$ cat config.mk
export PLATFORM = sky130hd
export DESIGN_NAME = filt_cicd_ctrl
export DESIGN_NICKNAME = d
export VERILOG_FILES = /design/src/rtl/filt_cicd_ctrl.sv
export SDC_FILE = /design/constraint.sdc
export NUM_CORES = 1
export LEC_CHECK = 0
export CAP_MARGIN = 20
export CORE_MARGIN = 2
export CORE_UTILIZATION = 24
export CTS_CLUSTER_SIZE = 40
export DETAILED_ROUTE_END_ITERATION = 12
export PLACE_DENSITY_LB_ADDON = 0.08
export SETUP_SLACK_MARGIN = 0.1
export SLEW_MARGIN = 20
export SYNTH_ARGS = -nofsm -noshare
export SYNTH_HDL_FRONTEND = slang
export SYNTH_SLANG_ARGS = --single-unit
$ cat constraint.sdc
create_clock -name i_clk -period 1.9 [get_ports i_clk]
set_input_delay 0.38 -clock i_clk [delete_from_list [all_inputs] [get_ports i_clk]]
set_output_delay 0.38 -clock i_clk [all_outputs]
set_load 0.1 [all_outputs]
$ cat src/rtl/filt_cicd_ctrl.sv
// Sequencing controller for a CIC decimation filter: input handshake, phase tracking,
// result capture into a one-entry buffer, and zero-flush. Optional stats: FILT_CICD_CTRL_STATS_EN.
module filt_cicd_ctrl #(
    parameter int gp_decimation_factor = 4,
    parameter int gp_phase             = 0,
    parameter int gp_inp_width         = 8,
    parameter int gp_oup_width         = 14,
    parameter int gp_cic_latency       = 1,
    parameter int gp_flush_len         = 12
) (
    input  logic                           i_clk,
    input  logic                           i_rst,
    input  logic                           i_start,
    input  logic                           i_flush,
    input  logic                           i_in_valid,
    output logic                           o_in_ready,
    input  logic signed [gp_inp_width-1:0] i_in_data,
    output logic                           o_cic_ena,
    output logic signed [gp_inp_width-1:0] o_cic_data,
    input  logic signed [gp_oup_width-1:0] i_cic_data,
    output logic                           o_valid,
    input  logic                           i_ready,
    output logic signed [gp_oup_width-1:0] o_data,
    output logic                           o_busy,
`ifdef FILT_CICD_CTRL_STATS_EN
    output logic [15:0]                    o_in_count,
    output logic [15:0]                    o_out_count,
`endif
    output logic                           o_done
);

    localparam int PW = (gp_decimation_factor > 2) ? $clog2(gp_decimation_factor) : 1;
    localparam int FW = $clog2(gp_flush_len + 1);
    localparam int L  = gp_cic_latency;

    typedef enum logic [1:0] {IDLE, RUN, FLUSH} state_t;

    state_t          state;
    logic [PW-1:0]   phase;
    logic [L-1:0]    pending;
    logic [L-1:0]    pending_nxt;
    logic [FW-1:0]   flush_cnt;
    logic            stall;
    logic            capture;
    logic            xfer;

    assign stall   = (o_valid & ~i_ready) | (|pending);
    assign capture = pending[L-1];
    assign xfer    = o_valid & i_ready;
    assign o_busy  = (state != IDLE);

    always_comb begin
        o_in_ready = 1'b0;
        o_cic_ena  = 1'b0;
        o_cic_data = '0;
        case (state)
            RUN: begin
                o_in_ready = ~stall;
                o_cic_ena  = i_in_valid & ~stall;
                o_cic_data = i_in_data;
            end
            FLUSH: begin
                o_cic_ena  = ~stall & (flush_cnt < FW'(gp_flush_len));
            end
            default: ;
        endcase
    end

    // Phase hit marks the pushed sample whose filter result is taken L cycles later.
    always_comb begin
        pending_nxt    = pending << 1;
        pending_nxt[0] = o_cic_ena & (phase == PW'(gp_phase));
    end

    always_ff @(posedge i_clk) begin
        if (i_rst) begin
            state     <= IDLE;
            phase     <= '0;
            pending   <= '0;
            flush_cnt <= '0;
            o_valid   <= 1'b0;
            o_data    <= '0;
            o_done    <= 1'b0;
        end else begin
            o_done  <= 1'b0;
            pending <= pending_nxt;
            if (o_cic_ena)
                phase <= (phase == PW'(gp_decimation_factor - 1)) ? '0 : phase + 1'b1;
            if (capture) begin
                o_data  <= i_cic_data;
                o_valid <= 1'b1;
            end else if (xfer) begin
                o_valid <= 1'b0;
            end
            case (state)
                IDLE: if (i_start) state <= RUN;
                RUN: if (i_flush) begin
                    state     <= FLUSH;
                    flush_cnt <= '0;
                end
                FLUSH: begin
                    if (o_cic_ena)
                        flush_cnt <= flush_cnt + 1'b1;
                    if (flush_cnt == FW'(gp_flush_len) && pending == '0) begin
                        state  <= IDLE;
                        o_done <= 1'b1;
                    end
                end
                default: state <= IDLE;
            endcase
        end
    end

`ifdef FILT_CICD_CTRL_STATS_EN
    always_ff @(posedge i_clk) begin
        if (i_rst || (state == IDLE && i_start)) begin
            o_in_count  <= '0;
            o_out_count <= '0;
        end else begin
            if (state == RUN && o_cic_ena)
                o_in_count <= o_in_count + 16'd1;
            if (xfer)
                o_out_count <= o_out_count + 16'd1;
        end
    end
`endif

endmodule

# Word level (Yosys, flattened, before mapping)
# Index checks and enable logic that the tools add are counted.
# word_totals
ff_bits,25
out_inout_bits,27
word_cells,51
# classes
add_sub_neg,2
magnitude_cmp,1
n_eq_ne,8
n_mux,14
n_bitwise,10
n_reduce_logical,9
# op_table
cell,count
$mux W2,4
$mux W4,2
$mux W8,1
$ne A2 B2 Y1 const B,4
$pmux W4 S2,1
$pmux W2 S3,1
$reduce_and A3 Y1,2
$reduce_bool A2 Y1,3
$and A1 B1 Y1,5
$add A4 B1 Y4 const B,1
$eq A2 B2 Y1 const B,2
$eq A4 B4 Y1 const B,1
$logic_not A2 Y1,2
$lt A4 B4 Y1 const B,1
$mux W1,4
$not A1 Y1,4
$add A2 B1 Y2 const B,1
$eq A2 B1 Y1 const B,1
$pmux W1 S2,1
$reduce_or A2 Y1,1
$logic_and A1 B1 Y1,1
$or A1 B1 Y1,1

# Longest topological paths before layout
# Gate-level depths: netlist (run 1).
# depth
ltp_word,8
depth_mapped,6
depth_no_buf,6

# Worst setup path before layout (run 1)
# Ideal clock, no wire load.
# synth_path
kind,flip-flop to output port
from,register o_valid
to,output port o_cic_ena
arrival_ns,1.803
required_time_ns,1.520
path_slack_ns,-0.283
stages_incl_launch_ff,4
path_buffers,0
path_cell_list,dfxtp_1 nand2b_1 o2111ai_2 inv_1
# synth_via
elab_chain_cells,5
word_cells_on_any_way,6
classes_between,mux: 1; bitwise: 5
# synth_rtl
element,line_no,text
start: declaration,21,"output logic o_valid,"
start signal: assignment,81,o_valid <= 1'b0;
start signal: assignment,91,o_valid <= 1'b1;
start signal: assignment,93,o_valid <= 1'b0;
$and A1 B1 Y1 *,47,assign stall = (o_valid & ~i_ready) | (|pending);
$or A1 B1 Y1 *,47,
$not A1 Y1 *,"59, 63",
$and A1 B1 Y1 (on tied branches),"63, 59",
$pmux W1 S2 *,56,case (state)
end: declaration,18,"output logic o_cic_ena,"
# Mark *: on every way between the ends. The rest lies on a longest branch, timed or not.

# Worst setup path in the final report (run 1)
# layout_path
from,register state[0]
to,output port o_cic_ena
# layout_via
elab_chain_cells,2
word_cells_on_any_way,3
classes_between,eq/ne: 2; mux: 1
# layout_rtl
element,line_no,text
start: declaration,38,state_t state;
start signal: assignment,77,state <= IDLE;
start signal: assignment,96,IDLE: if (i_start) state <= RUN;
start signal: assignment,98,state <= FLUSH;
$eq A2 B2 Y1 or $eq A2 B1 Y1 (tied branches),56,
$pmux W1 S2 *,56,
# Marks and branches as above.

==> results of run 1 <==
==> repair_timing <==
action / CTS / global route
cloned: 0 / 0
endpoints found under the setup margin: 10 / 2
gates resized for setup: 9 / 1
setup buffers: 4 / 1
pin swaps: 3 / 1
==> area by class of cell <==
| cell class | instances | area [µm²] | area share [%] |
|---|---|---|---|
| Tap cell | 70 | 87.6 | 4.19 |
| Clock buffer | 3 | 41.3 | 1.97 |
| Sequential cell | 25 | 504 | 24.1 |
| Clock inverter | 1 | 5.00 | 0.239 |
| Multi-Input combinational cell | 89 | 722 | 34.5 |
| Inverter | 11 | 45.0 | 2.15 |
| Timing Repair Buffer | 64 | 686 | 32.8 |
==> where the power goes <==
group	switching, µW	total (µW)	internal (µW)
Sequential	54.3	661	607
Clock	168	314	147
Combinational	1280	2010	731
Total	1500	2980	1480
==> critical path, stage by stage, from the launching register on <==
cell and delay, ns:
dfxtp_2 0.34, inv_2 0.06, ha_4 0.17, a21boi_4 0.14, o2111ai_4 0.23, clkinvlp_4 0.15
buf_12 0.18
==> metrics by stage <==
stage	cells	total power, µW	util (%)	hold WS [ns]
floorplan	131	2020	-	0.483
global placement	254	2570	39.0	0.478
detailed placement	254	2590	39.0	0.486
CTS	262	3000	41.2	0.510
global route	263	3130	41.5	0.519
finish	263	2980	41.5	0.506
==> registers in the layout (all words and copies together) (netlist names) <==
register   flops
capture        1
o_data        14
flush_cnt      4
state          2
phase          2
o_valid        1
o_done         1
==> per-layer routing <==
layer | vias to the layer above | global-route usage, % | wire (µm)
li1 | 556 | - | -
met3 | 4 | 2.51 | 149
met5 | - | 0 | 0
met4 | 0 | 4.09 | 47
met1 | 510 | 12.4 | 1210
met2 | 26 | 19.9 | 1590
==> placed cells by master, fill, tap and decap left out, types with 6 or more instances in the layout <==
master            n
ha_1              7
clkdlybuf4s50_1  27
mux2i_1          18
inv_1             8
buf_4            26
dfxtp_1          22
buf_12           11
nor2_1           20
nand2_1           6
and2_2            8
==> cell families (layout without fill, tap and decap cells) <==
group	after synthesis	count (layout)	share of synthesized area [%]
multiplexers	18	18	14.6
AO/OA/AOI/OAI	15	15	9.95
AND/OR/NAND/NOR	47	47	19.8
flip-flops	25	25	40.6
adder cells (fa/ha/maj)	9	9	9.14
buffers and inverters	17	79	5.89
==> worst paths after layout <==
| kind | depth (start not counted) | endpoint | slack (ns) | startpoint |
|---|---|---|---|---|
| min reg2reg | 2 | o_data[12] | 0.51 | o_data[12] |
| max | 6 | o_cic_ena | -0.01 | state[0] |
| max reg2reg | 6 | state[1] | 0.35 | state[0] |
| min | 2 | o_data[12] | 0.51 | o_data[12] |
==> results.ini, run 1 <==
[outcome]
outcome = finished, violations left
failed_checks = negative setup slack

[routing]
vias = 1096
drt_iter0_drc = 43
post_drt_via_cell_ratio = 4.17
detail-route-antenna-nets = 0
first_pass_iters = 4
routedWlPerCell_um = 11.4
wl_mm = 3.00
drc = 0

[final_layout]
final_cell_area_um2 = 2090
fin_nets = 231
antenna_cells = 0
fillCellCount = 497
area_growth_pct = 69.6
drive_gt1_share_pct = 32.6

[pwr]
pwr_density_cell_nw_per_um2 = 1430
p_leak_uw = 0.000830
ir_drop_mv = 0.503

[place]
io_buffers = 54
gp_congestion = 0.731
placed_cell_area_um2 = 1970
place_hpwl_mm = 2.30
place_ws_ns = 0.00941

[sta]
finalCritPeriodShare_pct = 101
setup_violations = 1
worst_pin_slew_ns = 0.349
grt_setup_unrepaired = true
slew_headroom_pct = 76.7
fin_skew_ns = 0.00224
post-route-min-period_ns = 1.91
setup_slack_ns = -0.0102
tns_ns = -0.0102
hold_viol_final = 0
maxSlewViolCount = 0
fmax_mhz = 524

[critical_path]
crit_required_ns = 1.52
crit_type = reg -> out
cp-end-kind = output port
critical_path_arrival_ns = 1.53
start_kind = flip-flop
path_max_fanout = 4

[yosys]
synthCells = 131
ys_seq_area_share_pct = 40.6
synthArstFlopShare_pct = 0
synthFlopType = dfxtp_1
avgSynthCellArea_um2 = 9.41
yosysTopAreaCell = dfxtp_1
yosys_warnings = 0
syn_nets = 168
yosys.cell_types.count = 27
synth.area.top_cells = dfxtp_1 (41%), mux2i_1 (15%), ha_1 (9.1%)
post-synth-top-count-cell = dfxtp_1
synth_top_cell_area_share_pct = 40.6
syn_area_um2 = 1230
synth_enable_flop_cells = 0
synth_common_cells = dfxtp_1 (25), nor2_1 (20), mux2i_1 (18)
ys_ff_latch = 25

[clocking]
clk_latency_ns = 0.27
postCtsHoldBufs = 0
cts_sinks = 25
cts_tree = done
cts_buffers = 3
cts_buffer_depth = 2
cts_root_buffer = clkbuf_8
htree_levels = 1
clkTransAtPathRegs_ns = 0.09

[flow_run]
cap_violations = 0

[hold_path]
hold_path.class = reg -> reg

[global_routing]
grt_pass1_wl_mm = 4.69
grt_overflow = 0
antenna_found_initial = 0
grt_pass1_vias = 1025
grt_max_degree = 26
grtUsageTotal_pct = 11.0

[floorplanning]
ios = 55
rows = 26
die_w_um = 75.7
core_area_um2 = 5040
dieArea_um2 = 5720
die_height_um = 75.7
initial_core_util_pct = 24.4

No activity file was read; power rests on OpenSTA's default activity.
==> run 2: changes to the inputs <==
--- a/config.mk
+++ b/config.mk
@@ -16,3 +16,4 @@
 export SYNTH_ARGS = -nofsm -noshare
 export SYNTH_HDL_FRONTEND = slang
 export SYNTH_SLANG_ARGS = --single-unit
+export TNS_END_PERCENT = 30
==> run 2 against run 1 <==
The flow still finishes with violations (negative setup slack). Core utilization down 0.40 points. Clock power is 5% higher. Via count grew 1.6%. Register-to-register slack barely moved. Critical path depth unchanged. Sequential cell count unchanged. Clock skew increased by 0.0065 ns. Global-route usage is 0.32 points higher. Critical endpoint unchanged. Highest routed layer unchanged.
==> results.ini, run 2 (synthesized netlist as in run 1, its figures left out) <==
[critical_path]
crit_chain = inv_2 -> ha_4 -> a21boi_4 -> o2111ai_4 -> clkinvlp_4 -> buf_12
critical_path_arrival_ns = 1.55  ; +0.02 ns
critPathBufInv = 3  ; unchanged
crit_slowest_cell = dfxtp_2
critPathMaxStageDelay_ns = 0.34  ; about the same
rr_worst_depth = 6  ; unchanged
start_kind = flip-flop
critical_path.startpoint = state[0]
r2r_slack_ns = 0.36  ; about the same
cp-end-kind = output port
crit_required_ns = 1.52  ; about the same
path_max_fanout = 4  ; unchanged
setup.worst_path.end = o_cic_ena
crit_family = buffers and inverters
worst-path-stages = 6  ; unchanged
crit_type = reg -> out
rr_endpoint = state[1]
reg2reg_from = state[0]

[clocking]
clkTransAtPathRegs_ns = 0.10  ; about the same
htree_levels = 1  ; unchanged
cts_root_buffer = clkbuf_8
cts_tree = done
cts_buffers = 3  ; unchanged
cts_sinks = 25  ; unchanged
clk_latency_ns = 0.27  ; about the same
postCtsHoldBufs = 0  ; unchanged
cts_buffer_depth = 2  ; unchanged

[pwr]
pwr_density_cell_nw_per_um2 = 1440  ; +1.1%
p_leak_uw = 0.000815  ; -1.8%
ir_drop_mv = 0.444  ; -12%

[routing]
vias = 1113  ; +1.6%
routedWlPerCell_um = 12.2  ; +6.9%
first_pass_iters = 4  ; unchanged
drc = 0  ; unchanged
wl_mm = 3.18  ; +6.1%
detail-route-antenna-nets = 0  ; unchanged
drt_iter0_drc = 96  ; +120%
post_drt_via_cell_ratio = 4.26  ; +2.3%

[place]
io_buffers = 54  ; unchanged
gp_congestion = 0.851  ; +16%
place_hpwl_mm = 2.38  ; +3.5%
placed_cell_area_um2 = 1940  ; -1.2%

[flow_run]
cap_violations = 0  ; unchanged

[sta]
slew_headroom_pct = 76.1  ; -0.62 points
grt_setup_unrepaired = true
whs_ns = 0.507  ; +0.000701 ns
fmax_mhz = 517  ; -1.3%
hold_viol_final = 0  ; unchanged
finalCritPeriodShare_pct = 102  ; +1.3 points
worst_pin_slew_ns = 0.359  ; +0.00927 ns
setup_violations = 1  ; unchanged
maxSlewViolCount = 0  ; unchanged
fin_skew_ns = 0.00871  ; +0.00646 ns
post-route-min-period_ns = 1.93  ; +0.0242 ns
setup_slack_ns = -0.0344  ; -0.0242 ns

[final_layout]
area_growth_pct = 68.0
antenna_cells = 0  ; unchanged
layout_commonest_cell = clkdlybuf4s50_1
fin_nets = 229  ; -0.87%
top_register = o_data
top_regs = o_data x14, flush_cnt x4
drive_gt1_share_pct = 28.3  ; -4.4 points
largest_reg_flops = 14  ; unchanged
final_cell_area_um2 = 2070  ; -0.96%
final_cell_mix = clkdlybuf4s50_1 (27), buf_4 (24), dfxtp_1 (22)

[global_routing]
grt_max_degree = 26  ; unchanged
grt_pass1_vias = 1101  ; +7.4%
grtUsageTotal_pct = 11.3  ; +0.32 points
grt_pass1_wl_mm = 4.93  ; +5.3%
antenna_found_initial = 0  ; unchanged
grt_overflow = 0  ; unchanged

[floorplanning]
die_height_um = 75.7  ; unchanged
ios = 55  ; unchanged
dieArea_um2 = 5720  ; unchanged
rows = 26  ; unchanged
initial_core_util_pct = 24.4  ; unchanged
die_w_um = 75.7  ; unchanged
core_area_um2 = 5040  ; unchanged

[outcome]
outcome = finished, violations left
failed_checks = negative setup slack

[hold_path]
hold_path.class = reg -> reg
min_path_cells = 2  ; unchanged

-- run 2: cell count changes in the layout (fill, tap and decap cells not counted), sizes merged --
cell,delta
clkinv,-1
inv,+1
buf,-2
-- run 2: what timing repair did --
item                                   4_1_cts  5_1_grt
setup buffers                                4        1
endpoints found under the hold margin        0        0
pin swaps                                    2        2
setup endpoints to repair                   10        8
resized for setup                            9        1
-- run 2: layout make-up --
| type | count | area (µm²) |
|---|---|---|
| multi-input combinational | 89 | 713 |
| timing repair buffer | 62 | 671 |
| clock inverter | 1 | 8.76 |
| sequential | 25 | 504 |
| fill | 488 | 2970 |
| inverter | 11 | 45.0 |
| clock buffer | 3 | 41.3 |
| tap | 70 | 87.6 |
-- run 2: worst min-delay path, cell delays in order (launching register included) --
cell and delay [ns]:
dfxtp_1 0.34, mux2i_1 0.07, nor2_1 0.07
-- run 2: stage by stage --
stage / setup TNS (ns) / power [µW] / utilization, % / setup WS (ns) / instances
after floorplan: -0.480 / 2010 / - / -0.0621 / 131
after global placement: -0.0222 / 2550 / 38.5 / -0.0222 / 252
after detailed placement: -0.0189 / 2580 / 38.5 / -0.0189 / 252
after CTS: -0.0578 / 3000 / 40.9 / -0.0578 / 260
after global routing: -0.102 / 3140 / 41.1 / -0.102 / 261
final: -0.0344 / 2990 / 41.1 / -0.0344 / 261
-- run 2: power breakdown --
group          switching (µW)  leakage, µW  total [µW]  internal, µW
clock network             176    0.0000261         329           153
logic                    1270     0.000585        1990           712
registers                64.1     0.000204         671           607
total                    1510     0.000815        2990          1470
-- run 2: per-layer routing --
layer | GRT usage (%) | routed length [µm]
met5 | 0 | 0
met4 | 3.51 | 25
met3 | 2.25 | 222
met2 | 21.2 | 1680
met1 | 12.7 | 1250
-- run 2: worst min-delay path by stage --
stage	start	to	slack, ns
2_1_floorplan	flush_cnt[1]	flush_cnt[1]	0.48
5_1_grt	o_data[5]	o_data[5]	0.54
3_3_place_gp	o_data[3]	o_data[3]	0.48
4_1_cts	o_data[1]	o_data[1]	0.51
3_5_place_dp	o_data[1]	o_data[1]	0.49
6_report	o_data[3]	o_data[3]	0.51
==> run 3: changes to the inputs <==
--- a/config.mk
+++ b/config.mk
@@ -7,7 +7,7 @@
 export LEC_CHECK = 0
 export CAP_MARGIN = 20
 export CORE_MARGIN = 2
-export CORE_UTILIZATION = 24
+export CORE_UTILIZATION = 40
 export CTS_CLUSTER_SIZE = 40
 export DETAILED_ROUTE_END_ITERATION = 12
 export PLACE_DENSITY_LB_ADDON = 0.08
@@ -16,4 +16,3 @@
 export SYNTH_ARGS = -nofsm -noshare
 export SYNTH_HDL_FRONTEND = slang
 export SYNTH_SLANG_ARGS = --single-unit
-export TNS_END_PERCENT = 30
==> run 3 against run 2 <==
The run still ends with negative setup slack left. Via count is 2.2% higher. Critical endpoint unchanged. Count of clock-buffer cells in the layout stayed put. Clock power is 26% lower. Core utilization is 28 points higher. Sequential share of layout area is 0.091 points higher. Non-clock buffer count is 5 higher. Sequential cell count stayed put. Setup slack worse by 0.053 ns. Clock skew hardly changed. Routed wire length is 3.2% lower. Worst hold slack better by 0.0048 ns.
==> results.ini, run 3 (synthesized netlist as in run 1, its figures left out) <==
[outcome]
outcome = finished, violations left
failed_checks = negative setup slack

[floorplanning]
initial_core_util_pct = 41.0  ; +17 points
rows = 20  ; -23%
dieArea_um2 = 3540  ; -38%
die_height_um = 59.5  ; -21%
die_w_um = 59.5  ; -21%
core_area_um2 = 3000  ; -40%
ios = 55  ; unchanged

[hold_path]
min_from = o_data[11]
min_path_cells = 2  ; unchanged
min_to = o_data[11]
hold_path.class = reg -> reg

[routing]
wl_mm = 3.08  ; -3.2%
first_pass_iters = 4  ; unchanged
vias = 1138  ; +2.2%
drt_iter0_drc = 21  ; -78%
post_drt_via_cell_ratio = 4.97  ; +17%
detail-route-antenna-nets = 0  ; unchanged
drc = 0  ; unchanged
routedWlPerCell_um = 13.4  ; +10%

[place]
place_ws_ns = 0.0216  ; +0.0406 ns
place_hpwl_mm = 2.23  ; -6.1%
gp_congestion = 0.811  ; -4.7%
io_buffers = 54  ; unchanged

[critical_path]
reg2reg_from = state[0]
path_max_fanout = 3  ; -1
rr_endpoint = state[1]
rr_worst_depth = 8  ; +2
start_kind = flip-flop
crit_type = reg -> out
critical_path.startpoint = state[0]
cp-end-kind = output port
r2r_slack_ns = 0.13  ; -0.23 ns
critical_path_arrival_ns = 1.61  ; +0.06 ns
crit_required_ns = 1.52  ; about the same

[global_routing]
grt_pass1_vias = 1133  ; +2.9%
antenna_found_initial = 0  ; unchanged
grt_overflow = 0  ; unchanged
grtUsageTotal_pct = 16.8  ; +5.5 points
grt_max_degree = 26  ; unchanged
grt_pass1_wl_mm = 4.69  ; -5.0%

[final_layout]
antenna_cells = 0  ; unchanged
register_area_um2 = 507  ; +0.50%
multi_input_area_um2 = 732  ; +2.6%
top_regs = o_data x14, flush_cnt x4
fin_nets = 234  ; +2.2%
drive_gt1_share_pct = 35.2  ; +6.9 points
final_util_pct = 69.0  ; +28 points
fillCellCount = 244  ; -50%
top_register = o_data
largest_reg_flops = 14  ; unchanged
area_growth_pct = 68.2
final_cell_mix = clkdlybuf4s50_1 (27), buf_4 (27), nor2_1 (20), dfxtp_1 (20), mux2i_1 (18)

[sta]
whs_ns = 0.512  ; +0.00482 ns
fin_skew_ns = 0.00910  ; +0.000393 ns
tns_ns = -0.0877  ; -0.0533 ns
worst_pin_slew_ns = 0.301  ; -0.0579 ns
setup_slack_ns = -0.0877  ; -0.0533 ns
fmax_mhz = 503  ; -2.7%
maxSlewViolCount = 0  ; unchanged
slew_headroom_pct = 79.9  ; +3.9 points
finalCritPeriodShare_pct = 105  ; +2.8 points
hold_viol_final = 0  ; unchanged
post-route-min-period_ns = 1.99  ; +0.0533 ns
grt_setup_unrepaired = true
setup_violations = 1  ; unchanged

[clocking]
clk_latency_ns = 0.32  ; +0.05 ns
cts_buffer_depth = 2  ; unchanged
cts_root_buffer = clkbuf_4
postCtsHoldBufs = 0  ; unchanged
clkTransAtPathRegs_ns = 0.13  ; +0.03 ns
cts_buffers = 3  ; unchanged
htree_levels = 1  ; unchanged
cts_sinks = 25  ; unchanged
cts_tree = done

[pwr]
pwr_density_cell_nw_per_um2 = 1450  ; +0.47%
p_leak_uw = 0.000839  ; +2.9%
ir_drop_mv = 0.678  ; +53%

[flow_run]
cap_violations = 0  ; unchanged

==> run 3: cell types whose count changed in the layout (fill, tap and decap cells not counted), moves of 3 or more <==
cell / delta
and2_1: -7
and2_4: +8
buf_4: +3
clkbuf_4: +3
clkbuf_8: -3
==> run 3: stage by stage <==
step / total power [µW] / cells / cell area (µm²)
final: 3000 / 229 / 2070
after global routing: 3140 / 229 / 2070
after CTS: 2910 / 224 / 2010
after detailed placement: 2580 / 216 / 1910
after global placement: 2550 / 216 / 1910
after floorplan: 2020 / 131 / 1260
==> run 3: worst max-delay path by stage <==
stage          slack, ns        end
6_report           -0.09  o_cic_ena
5_1_grt            -0.15  o_cic_ena
4_1_cts            -0.11  o_cic_ena
3_5_place_dp        0.02  o_cic_ena
3_3_place_gp        0.01  o_cic_ena
2_1_floorplan      -0.06  o_cic_ena
==> run 3: metal layers <==
layer / wire length, µm / GRT usage [%] / part of all wire, %
met3: 110 / 2.62 / 3.6
met5: 0 / 0 / 0
met4: 25 / 3.81 / 0.81
met1: 1240 / 20.4 / 40
met2: 1700 / 30.8 / 55
==> run 3: worst max-delay path: stages, from the launching register on <==
cell and delay, ns:
dfxtp_2 0.37, inv_2 0.06, ha_4 0.16, a21boi_4 0.14, o2111ai_4 0.23, clkinvlp_4 0.15, buf_12 0.18
==> run 3: cell type report <==
type                            instances  area share (%)
Multi-Input combinational cell         89            35.3
Tap cell                               33            1.99
Inverter                               11            2.29
Clock inverter                          1           0.362
Sequential cell                        25            24.4
Clock buffer                            3            1.09
Timing Repair Buffer                   67            34.5
==> run 3: repair_timing <==
action,4_1_cts,5_1_grt
endpoints found under the setup margin,10,10
pin swaps,3,2
setup buffers,4,6
gates cloned,0,0
gates resized for setup,10,17
==> run 3: where the power goes <==
group | total [µW] | switching [µW] | leakage (µW) | internal, µW
logic | 2080 | 1290 | 0.000620 | 790
clock network | 242 | 161 | 0.0000139 | 80.3
registers | 680 | 71.2 | 0.000205 | 609
